===== src/rtl/decode_stage_ctrl.sv =====
// Decode-stage control FSM: sequences instruction fetch, then the Dec/Exe buffer
// write and PC update, with configurable fetch latency, downstream back-pressure,
// a flush path, a saturating stall-cycle counter and an optional stall timeout.
module decode_stage_ctrl #(
    parameter int unsigned FETCH_LAT     = 1,
    parameter int unsigned CNT_W         = 8,
    parameter int unsigned STALL_TIMEOUT = 0
) (
    input  logic             CLK,
    input  logic             RST,
    input  logic             SetStall,
    input  logic             ClrStall,
    input  logic             Flush,
    input  logic             DownReady,
    output logic             DecExeBufferWr,
    output logic             PCRegWr,
    output logic             IsDecStall,
    output logic             IsDecFlush,
    output logic             StallTimeout,
    output logic [CNT_W-1:0] StallCount,
    output logic [1:0]       DecState
);

    typedef enum logic [1:0] {
        ST_FETCH  = 2'b00,
        ST_DECODE = 2'b01,
        ST_STALL  = 2'b10,
        ST_FLUSH  = 2'b11
    } state_e;

    // Last fetch-counter value before moving to DECODE (FETCH_LAT of 0 behaves as 1).
    localparam logic [CNT_W-1:0] FETCH_LAST =
        CNT_W'((FETCH_LAT == 0) ? 0 : FETCH_LAT - 1);
    // StallCount value on the final cycle of a timed-out stall.
    localparam logic [CNT_W-1:0] STALL_LAST =
        CNT_W'((STALL_TIMEOUT == 0) ? 0 : STALL_TIMEOUT - 1);
    localparam logic             TIMEOUT_EN = (STALL_TIMEOUT != 0);
    localparam logic [CNT_W-1:0] CNT_MAX    = {CNT_W{1'b1}};

    state_e           state_q, state_d;
    logic [CNT_W-1:0] fetch_cnt_q, fetch_cnt_d;
    logic [CNT_W-1:0] stall_cnt_q, stall_cnt_d;
    logic             stall_last;

    // Stall has reached its timeout limit this cycle (only meaningful in STALL).
    assign stall_last = TIMEOUT_EN && (stall_cnt_q == STALL_LAST);

    // State and counter registers with synchronous reset.
    always_ff @(posedge CLK) begin
        if (RST) begin
            state_q     <= ST_FETCH;
            fetch_cnt_q <= '0;
            stall_cnt_q <= '0;
        end else begin
            state_q     <= state_d;
            fetch_cnt_q <= fetch_cnt_d;
            stall_cnt_q <= stall_cnt_d;
        end
    end

    // Next-state and counter update; Flush overrides every other cause.
    always_comb begin
        state_d     = state_q;
        fetch_cnt_d = fetch_cnt_q;
        stall_cnt_d = stall_cnt_q;

        unique case (state_q)
            ST_FETCH: begin
                if (fetch_cnt_q == FETCH_LAST) begin
                    fetch_cnt_d = '0;
                    state_d     = ST_DECODE;
                end else begin
                    fetch_cnt_d = fetch_cnt_q + CNT_W'(1);
                end
            end
            ST_DECODE: begin
                if (DownReady) begin
                    if (SetStall) begin
                        state_d     = ST_STALL;
                        stall_cnt_d = '0;
                    end else begin
                        state_d = ST_FETCH;
                    end
                end
            end
            ST_STALL: begin
                if (ClrStall || stall_last) begin
                    state_d = ST_FETCH;
                end else if (stall_cnt_q != CNT_MAX) begin
                    stall_cnt_d = stall_cnt_q + CNT_W'(1);
                end
            end
            ST_FLUSH: begin
                state_d     = ST_FETCH;
                fetch_cnt_d = '0;
            end
            default: begin
                state_d = ST_FETCH;
            end
        endcase

        if (Flush) begin
            state_d     = ST_FLUSH;
            fetch_cnt_d = '0;
            stall_cnt_d = stall_cnt_q;
        end
    end

    // Outputs decoded from registered state; strobes gated by DownReady/Flush.
    always_comb begin
        DecExeBufferWr = 1'b0;
        PCRegWr        = 1'b0;
        IsDecStall     = 1'b0;
        IsDecFlush     = 1'b0;
        StallTimeout   = 1'b0;
        StallCount     = stall_cnt_q;
        DecState       = state_q;

        unique case (state_q)
            ST_DECODE: begin
                DecExeBufferWr = DownReady & ~Flush;
                PCRegWr        = DownReady & ~Flush;
            end
            ST_STALL: begin
                IsDecStall   = 1'b1;
                StallTimeout = stall_last & ~ClrStall;
            end
            ST_FLUSH: begin
                IsDecFlush = 1'b1;
            end
            default: begin
            end
        endcase
    end

endmodule


===== config.mk =====
export PLATFORM = sky130hd
export DESIGN_NAME = decode_stage_ctrl
export DESIGN_NICKNAME = d
export VERILOG_FILES = /design/src/rtl/decode_stage_ctrl.sv
export SDC_FILE = /design/constraint.sdc
export NUM_CORES = 1
export LEC_CHECK = 0
export BUFFER_PORTS_ARGS = -buffer_cell sky130_fd_sc_hd__buf_2
export CORE_MARGIN = 4
export CORE_UTILIZATION = 50
export DETAILED_ROUTE_END_ITERATION = 12
export MAX_ROUTING_LAYER = met4
export PLACE_DENSITY = 0.71
export SLEW_MARGIN = 20
export SYNTH_ARGS = -nofsm -noshare
export SYNTH_HDL_FRONTEND = slang
export SYNTH_SLANG_ARGS = --single-unit

===== constraint.sdc =====
create_clock -name CLK -period 4.5 [get_ports CLK]
set_input_delay 0.45 -clock CLK [delete_from_list [all_inputs] [get_ports CLK]]
set_output_delay 0.45 -clock CLK [all_outputs]
set_load 0.01 [all_outputs]

Word level (Yosys, flattened, before mapping) --
Cells that the tools add are included.
Word-level totals: bits in read-only memories 0, bits in registers 18, bits of input ports 6, logic and storage cells 41, latch bits 0, memories kept 0, RAM bits 0
Operators by class: reduce and logical (&&, ||, !) cells 7, magnitude comparators 0, multiply operators 0, shift operators 0, add/sub/neg operators 2, muxes and demuxes 16, bitwise logic cells 2, equal/unequal tests 11, divide/modulo/power cells 0
Operators by type and width (number):
- $mux W8 | 5
- $pmux W8 S2 | 2
- $add A8 B1 Y8 const B | 2
- $mux W2 | 5
- $ne A3 B3 Y1 const B | 3
- $logic_not A8 Y1 | 1
- $ne A2 B2 Y1 const B | 4
- $ne A8 B8 Y1 const B | 1
- $pmux W2 S4 | 1
- $reduce_and A6 Y1 | 1
- $eq A2 B2 Y1 const B | 2
- $reduce_bool A2 Y1 | 2
- $mux W1 | 3
- $reduce_and A3 Y1 | 1
- $eq A2 B1 Y1 const B | 1
- $logic_not A2 Y1 | 1
- $reduce_or A2 Y1 | 1
- $and A1 B1 Y1 | 1
- $not A1 Y1 | 1

Logic depth before layout (Yosys ltp) --
depth after elaboration 4, gate-level depth with buffers 7

Worst setup path after synthesis --
Ideal clock, no wire load.
path kind reg2reg, start point reg state_q[1], in the netlist DecState[1], end point reg stall_cnt_q[7], in the netlist StallCount[7], arrival 1824 ps, path slack 2554 ps, setup time 122 ps, stages on the path, launching flop included 7, data required time 4378 ps, cells stage by stage dfxtp_1 inv_1 ha_1 a21boi_1 a2111o_1 or2_0 a311o_1
On the way: longest elaborated chain between the ends 3, elaborated cells between the ends (all ways) 9, those cells by class 6 x eq/ne; 1 x mux; 2 x reduce/logical
RTL lines:
- start: declaration | line 40 | state_e state_q, state_d;
- start signal: assignment | line 55 | state_q <= state_d;
- $eq A2 B2 Y1 or $eq A2 B1 Y1 (tied branches) | line 67 | unique case (state_q)
- $ne A2 B2 Y1 (no source line) or $reduce_bool A2 Y1 (tied branches)
- $reduce_and A6 Y1 (no source line)
- end signal: assignment | line 57 | stall_cnt_q <= stall_cnt_d;
- end: declaration | line 42 | logic [CNT_W-1:0] stall_cnt_q, stall_cnt_d;
Several ways; a longest one is shown, not always the timed one. A chain may end at the register's enable or synchronous reset.

Worst setup path after layout --
Ends and elaborated chain as after synthesis.

==> out/qor.yml <==
floorplan:
  core_area_sq_mm: 0.00200
  die_y_um: 54.2
  rows: 16
  io_pins: 21
  dieWidth_um: 54.2
  design.die.area_sq_mm: 0.00294
  start_util_pct: 53.4
cells_and_area:
  multi_input_area_sq_um: 643
  instances_no_fill: 177
  areaGrowthSynthToFinish_pct: 11.6
  fillers: 183
  antenna_cells: 0
  drive_above_1_share_pct: 16.0
  regArea_sq_um: 360
  fin_nets: 165
drt:
  drc_errors: 0
  via_per_inst: 5.50
  wire_per_inst_um: 12.5
  vias: 974
  wl_mm: 2.21
  drtPass1Iterations: 4
  drtIter0Drc: 22
  ant_nets: 0
logic_synthesis:
  synth_seq_cells: 18
  ys_top_cells_by_area: "dfxtp_1 (34%), ha_1 (8.2%), nor2_1 (4.2%)"
  yosys.area.top_type: "dfxtp_1"
  synth_top_flop_cell: "dfxtp_1"
  yosys_warnings: 0
  synth.most_common_cell: "dfxtp_1"
  synthCells: 133
  synth_area_sq_mm: 0.00107
  ys_top_cells_by_count: "dfxtp_1 (18), nor2_1 (12), inv_1 (10)"
  seq_area_frac_synth_pct: 33.7
  yosysUniqueCellTypes: 41
  async_reset_ff_share_pct: 0
  synth-edff-count: 0
  syn_nets: 146
  yosysTopAreaCellShare_pct: 33.7
  syn_area_per_cell_sq_um: 8.03
power_and_ir_drop:
  vdd_drop_max_v: 0.000137
  leakage_nw: 0.488
  power_density_mw_per_mm2: 241
setup_path:
  crit_path_end_kind: "register"
  rrSetupSlack_ns: 2.51
  cp-startpoint: "DecState[1]$_SDFFE_PP0P_"
  rr_startpoint: "DecState[1]$_SDFFE_PP0P_"
  startpoint_type: "register"
  critPathMaxFanout: 6
  worstPathArrival_ns: 2.18
  crit_type: "register to register"
  reg2regPathDepth: 6
  worstSetupEndpoint: "StallCount[7]$_SDFFE_PP0P_"
  r2r-end: "StallCount[7]$_SDFFE_PP0P_"
  required_ns: 4.69
clock_tree:
  path_clk_slew_ns: 0.10
  cts_setup_buffers: 0
  clock-sinks: 18
  clk_latency_ns: 0.29
  postCtsHoldBufs: 0
  cts_tree: "built"
  cts.htree.levels: 1
  cts.path.max_buffers: 2
  post_cts_resized: 0
  cts_made_buffers: 3
  cts_root_buffer: "clkbuf_4"
global_routing:
  grt_max_degree: 10
  track_usage_pct: 17.7
  antenna_found_initial: 0
  grt_pass1_vias: 828
  grt_overflow: 0
  met3_usage_pct: 3.27
  top_usage_layer: "met2"
  met1_usage_pct: 22.6
  grt_pass1_wl_mm: 3.64
  use_met2_pct: 26.1
timing:
  max_freq_mhz: 503
  finalSetupViolations: 0
  rsz0062_at_grt: "no"
  drv_slew: 0
  relSlewSlack_pct: 56.2
  hold_viol_final: 0
  tns_ns: 0
  fin_crit_sh_pct: 44.2
  worstMarginPinSlew_ns: 0.648
  min_period_ns: 1.99
  final.setup_skew_ns: 0.00244
placed_design:
  dpl.hpwl_mm: 1.71
  gp_congestion: 0.865
  port_buffers: 19
  placedCellCount: 174
status:
  status: "finished, final reports clean"
flow_run:
  maxCapViolCount: 0
min_path:
  hp-class: "primary input to register"
==> routing by layer <==
layer / part of all wire [%] / wire (um)
met4: 2.1 / 46
met1: 50 / 1110
met2: 42 / 938
met5: 0 / 0
met3: 5.0 / 111
==> report_power, final <==
group / internal [mW] / total (mW) / switching [mW] / leakage, nW
combinational: 0.0171 / 0.0434 / 0.0263 / 0.329
clock: 0.0312 / 0.0797 / 0.0486 / 0.0138
sequential: 0.162 / 0.165 / 0.00315 / 0.146
==> worst max-delay path, stage by stage (launching register included) <==
cell and delay, ns:
dfxtp_1 0.41, inv_1 0.08, ha_1 0.22, a21boi_1 0.15
a2111o_1 0.46, or2_0 0.24, a311o_1 0.34
==> worst min-delay path by stage <==
stage                             endpoint                   startpoint  depth (start not counted)  slack [ns]
2_1_floorplan  fetch_cnt_q[7]$_SDFFE_PP0P_  fetch_cnt_q[7]$_SDFFE_PP0P_                          2        0.49
3_3_place_gp   fetch_cnt_q[6]$_SDFFE_PP0P_  fetch_cnt_q[6]$_SDFFE_PP0P_                          2        0.51
3_5_place_dp   fetch_cnt_q[6]$_SDFFE_PP0P_  fetch_cnt_q[6]$_SDFFE_PP0P_                          2        0.51
4_1_cts        fetch_cnt_q[0]$_SDFFE_PP0P_                        Flush                          2        0.41
5_1_grt        fetch_cnt_q[1]$_SDFFE_PP0P_                        Flush                          2        0.41
6_report       fetch_cnt_q[0]$_SDFFE_PP0P_                        Flush                          2        0.41
==> metrics by stage <==
stage	util [%]	power, mW	cell area, sq um	hold WS (ns)	setup WS (ns)
2_1_floorplan	-	0.199	1070	0.485	2.55
3_3_place_gp	58.4	0.211	1170	0.509	2.56
3_5_place_dp	58.4	0.212	1170	0.513	2.53
4_1_cts	59.6	0.291	1190	0.406	2.51
5_1_grt	59.6	0.302	1190	0.414	2.29
6_report	59.6	0.288	1190	0.415	2.51
==> cell usage in the layout, fill, tap and decap left out, types with 2 or more instances in the layout <==
cell,synthesis,final
a211oi_1,2,2
xnor2_1,3,3
nor2_1,12,12
dfxtp_1,18,18
clkbuf_4,0,3
mux2i_1,2,2
nor2b_1,2,2
xor2_1,2,2
nand4_1,3,3
nand2_1,8,8
and2_1,2,2
nor3_1,8,8
ha_1,7,7
and3_1,4,4
inv_1,10,10
nand3_1,7,7
o21ai_0,8,8
a31oi_1,3,3
o31ai_1,2,2
a21oi_1,5,5
buf_2,1,19
a21boi_0,2,2
==> logic make-up after synthesis <==
family	count (synthesis)	share of synthesized area, %
buffers and inverters	15	6.09
DFF	18	33.7
AOI/OAI and AO/OA	30	18.6
other	1	0.351
muxes	2	1.87
and+or+nand+nor	55	27.1
adders and majority gates	7	8.20
xor gates and xnor gates	5	4.10
==> state kept, by name (all words and copies together), names as in the netlist <==
register and count:
StallCount 8, fetch_cnt_q 8, DecState 2
==> layout make-up <==
type,count,share of cell area (%)
timing repair buffer,19,7.97
sequential,18,30.2
clock buffer,3,1.89
tap,27,2.83
inverter,10,3.15
multi-input combinational,100,53.9
No activity file was read; power rests on OpenSTA's default activity.
